<file path="src/rtl/rc5_dec_16bit.sv">
// rc5_dec_16bit: iterative RC5-8/R decryptor, one half-round per clock.
// Word layout {A,B}; the expanded-key table is a parameter and is fixed at build time.
`default_nettype none

module rc5_dec_16bit #(
  parameter int unsigned            ROUNDS  = 2,
  parameter logic [16*ROUNDS+15:0]  S_TABLE = 48'hD2_33_94_F5_56_B7
) (
  input  logic        clock,
  input  logic        reset,
  input  logic        dec_start,
  input  logic [15:0] c,
  output logic [15:0] p,
  output logic        dec_done,
  output logic        busy
);

  typedef enum logic [1:0] {
    IDLE   = 2'd0,
    HALF_B = 2'd1,
    HALF_A = 2'd2,
    FINAL  = 2'd3
  } state_t;

  state_t      state_q, state_d;
  logic [7:0]  a_q, a_d;
  logic [7:0]  b_q, b_d;
  logic [3:0]  rnd_q, rnd_d;
  logic [15:0] p_q, p_d;
  logic        done_q, done_d;
  logic        busy_q, busy_d;

  // Table padded to 32 entries so a 5-bit {rnd,lsb} index is always in range.
  logic [7:0]  s_tab [32];
  logic [7:0]  s_odd;
  logic [7:0]  s_even;

  for (genvar i = 0; i < 32; i++) begin : g_s_tab
    if (i < 2 * ROUNDS + 2) begin : g_used
      assign s_tab[i] = S_TABLE[8*i +: 8];
    end else begin : g_pad
      assign s_tab[i] = 8'h00;
    end
  end

  assign s_odd  = s_tab[{rnd_q, 1'b1}];
  assign s_even = s_tab[{rnd_q, 1'b0}];

  // Doubling the word makes a rotate by zero fall out naturally.
  function automatic logic [7:0] rotr8(input logic [7:0] v, input logic [2:0] n);
    return 8'({v, v} >> n);
  endfunction

  always_comb begin
    state_d = state_q;
    a_d     = a_q;
    b_d     = b_q;
    rnd_d   = rnd_q;
    p_d     = p_q;
    done_d  = done_q;
    busy_d  = busy_q;
    case (state_q)
      IDLE: begin
        done_d = 1'b0;
        if (dec_start) begin
          a_d     = c[15:8];
          b_d     = c[7:0];
          rnd_d   = 4'(ROUNDS);
          busy_d  = 1'b1;
          state_d = HALF_B;
        end
      end
      HALF_B: begin
        b_d     = rotr8(b_q - s_odd, a_q[2:0]) ^ a_q;
        state_d = HALF_A;
      end
      HALF_A: begin
        a_d     = rotr8(a_q - s_even, b_q[2:0]) ^ b_q;
        rnd_d   = rnd_q - 4'd1;
        state_d = (rnd_q == 4'd1) ? FINAL : HALF_B;
      end
      FINAL: begin
        p_d     = {a_q - s_tab[0], b_q - s_tab[1]};
        done_d  = 1'b1;
        busy_d  = 1'b0;
        state_d = IDLE;
      end
      default: state_d = IDLE;
    endcase
  end

  always_ff @(posedge clock or posedge reset) begin
    if (reset) begin
      state_q <= IDLE;
      a_q     <= 8'h00;
      b_q     <= 8'h00;
      rnd_q   <= 4'h0;
      p_q     <= 16'h0000;
      done_q  <= 1'b0;
      busy_q  <= 1'b0;
    end else begin
      state_q <= state_d;
      a_q     <= a_d;
      b_q     <= b_d;
      rnd_q   <= rnd_d;
      p_q     <= p_d;
      done_q  <= done_d;
      busy_q  <= busy_d;
    end
  end

  assign p        = p_q;
  assign dec_done = done_q;
  assign busy     = busy_q;

endmodule

`default_nettype wire

</file>
<file path="config.mk">
export PLATFORM = sky130hd
export DESIGN_NAME = rc5_dec_16bit
export DESIGN_NICKNAME = d
export VERILOG_FILES = /design/src/rtl/rc5_dec_16bit.sv
export SDC_FILE = /design/constraint.sdc
export NUM_CORES = 1
export LEC_CHECK = 0
export CORE_MARGIN = 8
export CORE_UTILIZATION = 25
export CTS_CLUSTER_SIZE = 30
export DETAILED_ROUTE_END_ITERATION = 16
export PLACE_DENSITY_LB_ADDON = 0.3
export SETUP_SLACK_MARGIN = 0.1
export SYNTH_ARGS = -nofsm -noshare
export SYNTH_HDL_FRONTEND = slang
export SYNTH_SLANG_ARGS = --single-unit
export TNS_END_PERCENT = 10
</file>
<file path="constraint.sdc">
create_clock -name clock -period 4.05 [get_ports clock]
set_clock_uncertainty 0.15 [all_clocks]
set_input_delay 0.81 -clock clock [delete_from_list [all_inputs] [get_ports clock]]
set_output_delay 0.81 -clock clock [all_outputs]
set_load 0.03 [all_outputs]
</file>
==> impl_metrics.env <==
export IMPL_ys_flop_type="dfrtp_1"
export IMPL_hp_class="flip-flop to flip-flop"
export IMPL_cts_htree_levels=2
export IMPL_start_util_pct=25.4
export IMPL_reg2regPathDepth=12
export IMPL_netlist_area_um2=3500
export IMPL_portBuffers=36
export IMPL_grt_usage_pct=11.4
export IMPL_post_drt_wl_per_cell_um=17.1
export IMPL_dr_pass1_iters=5
export IMPL_setup_violations=0
export IMPL_period_minus_slack_ps=3770
export IMPL_nFillCells=1461
export IMPL_tritoncts="yes"
export IMPL_rsz0062_at_grt="yes"
export IMPL_syn2layout_area_growth_pct=21.5
export IMPL_pin_count=37
export IMPL_dieArea_um2=18000
export IMPL_fmax_mhz=265
export IMPL_synth_top_family_by_area="compound AO/OA/AOI/OAI gates"
export IMPL_hold_violations=0
export IMPL_rr_startpoint="rnd_q[0]"
export IMPL_rrSetupSlack_ps=280
export IMPL_clockRootBuffer="clkbuf_16"
export IMPL_vias=3153
export IMPL_route_detailed_drc=0
export IMPL_hold_end="p[3]"
export IMPL_seq_area_frac_synth_pct=28.6
export IMPL_gp_congestion=0.875
export IMPL_synth_avg_cell_area_um2=8.86
export IMPL_startpoint="rnd_q[0]"
export IMPL_syn_inst=395
export IMPL_die_h_um=134
export IMPL_fin_area_um2=4250
export IMPL_clockBufferDepth=2
export IMPL_ctsHoldBuffers=0
export IMPL_critPathLaunchType="flip-flop"
export IMPL_nets=463
export IMPL_viasPerCell=5.24
export IMPL_fp_row_count=43
export IMPL_layout_common_cells="40 x dfrtp_1, 36 x clkdlybuf4s50_1, 27 x a21oi_1, 26 x mux2_2, 26 x o21ai_0"
export IMPL_drt_initial_drc_count=197
export IMPL_n_antenna_cell=0
export IMPL_grt_pass1_wl_um=16700
export IMPL_final_setup_tns_ps=0
export IMPL_yosysUniqueCellTypes=56
export IMPL_reg2reg_to="a_q[7]"
export IMPL_finalCritPeriodShare_pct=93.2
export IMPL_synth_async_reset_ratio_pct=100
export IMPL_end_kind="flip-flop"
export IMPL_hold_start="p[3]"
export IMPL_synth_enable_flop_cells=0
export IMPL_yosys_area_share_adder_pct=8.65
export IMPL_synth_mux_area_share_pct=14.1
export IMPL_placed_area_um2=4050
export IMPL_arrival_ps=3790
export IMPL_core_um2=13800
export IMPL_antenna_found_initial=0
export IMPL_post_cts_setup_buffer_count=0
export IMPL_postRouteAntennaNets=0
export IMPL_worst_setup_path_type="flip-flop to flip-flop"
export IMPL_clock_sinks=40
export IMPL_ys_ff_latch=40
export IMPL_yosys_area_share_simple_pct=15.8
export IMPL_hold_depth=1
export IMPL_crit_fanout=7
export IMPL_worstSkewPairLatency_ps=280
export IMPL_worst_slew_pin_slew_ps=872
export IMPL_grt_max_degree=41
export IMPL_layout_commonest_cell="dfrtp_1"
export IMPL_slew_headroom_pct=41.9
export IMPL_synth_compound_area_share_pct=18.9
export IMPL_cts_made_buffers=5
export IMPL_synth_xor_area_share_pct=8.51
export IMPL_dp_hpwl_um=7740
export IMPL_cp_required_ps=4070
export IMPL_drv_slew=0
export IMPL_synth_nets=437
export IMPL_wirelength_um=10300
export IMPL_grt_ovfl_total=0
export IMPL_layout_drive_gt1_share_pct=13.7
export IMPL_ys_warn_count=0
export IMPL_grt_pass1_vias=3077
export IMPL_die_width_um=134
export IMPL_clkTransAtPathRegs_ps=70
export IMPL_status="finished clean"
export IMPL_maxCapViolations=0
## per-layer routing
metal,vias up,GRT usage (%),wire (um)
met5,-,0,0
met4,0,3.06,187
met3,14,2.21,600
met2,105,17.8,4720
met1,1540,15.7,4800
li1,1494,-,-
## how the worst max path moves through the flow
| stage | slack, ps | to |
|---|---|---|
| 2_1_floorplan | 460 | a_q[6] |
| 3_3_place_gp | 290 | a_q[3] |
| 3_5_place_dp | 250 | b_q[4] |
| 4_1_cts | 230 | b_q[4] |
| 5_1_grt | 70 | a_q[3] |
| 6_report | 280 | a_q[7] |
## per-stage QoR
stage,worst slack [ps],instances,util [%],hold slack [ps]
after floorplan,459,395,-,350
after global placement,290,594,29.4,340
after detailed placement,246,594,29.4,345
after CTS,228,602,30.7,360
after global routing,69.4,602,30.9,373
final,275,602,30.9,353
## critical path: stages (launching register included)
cell	delay, ps
dfrtp_1	440
ha_1	210
or3_1	410
inv_1	90
ha_1	190
and3b_1	200
or3_4	400
o41ai_2	330
xnor2_2	200
mux4_2	540
xnor2_1	160
nand3_1	100
a22o_1	220
## cell type report
class,instances,area [um^2],share of cell area [%]
multi-input cells,307,2330,54.8
flip-flops and latches,40,1000,23.5
repair buffers,47,443,10.4
well taps,180,225,5.30
clock buffers,6,139,3.27
inverters,20,75.1,1.77
clock inverters,2,38.8,0.912
## cell usage after synthesis, drive strengths merged (2+ instances only)
cell type	instances	area, um^2
nand2	18	67.6
fa	2	40.0
nand2b	7	43.8
nor2b	6	37.5
o2111ai	2	17.5
or3	10	67.6
inv	17	63.8
nor3	7	35.0
nor2	23	86.3
o21a	2	15.0
and3	2	12.5
a22o	3	26.3
mux2i	11	110
buf	5	27.5
mux2	26	293
a221oi	2	17.5
o21ai	27	135
a211oi	2	15.0
ha	21	263
a21oi	27	135
a2111oi	2	17.5
o211ai	2	15.0
dfrtp	40	1000
xor2	11	96.3
xnor2	23	201
clkinv	3	11.3
nand3	13	65.1
mux4	4	90.1
clkbuf	23	86.3
o22ai	7	43.8
o31ai	2	15.0
nor3b	7	52.6
a31oi	13	81.3
nand4	5	31.3
a21o	2	15.0
## logic make-up (layout without fill, tap and decap cells)
logic type      count (synthesis)  after routing
flops                          40             40
fa+ha+maj                      23             23
simple gates                  105            105
xor+xnor                       34             34
buf+inv                        48             75
mux                            41             41
compound gates                104            104
## sequential cells by signal (all words and copies together), names as in the netlist
name and count:
rnd_q 4, b_q 8, busy 1, p 16
a_q 8, state_q 2, dec_done 1
## repair_timing
action,in CTS,in global routing
endpoints found under the hold margin,0,0
gates resized for setup,0,5
endpoints found under the setup margin,0,6
Power is left out: the tool's default activity adds up to more than one toggle a clock period on the data nets, which glitch-free logic cannot reach.
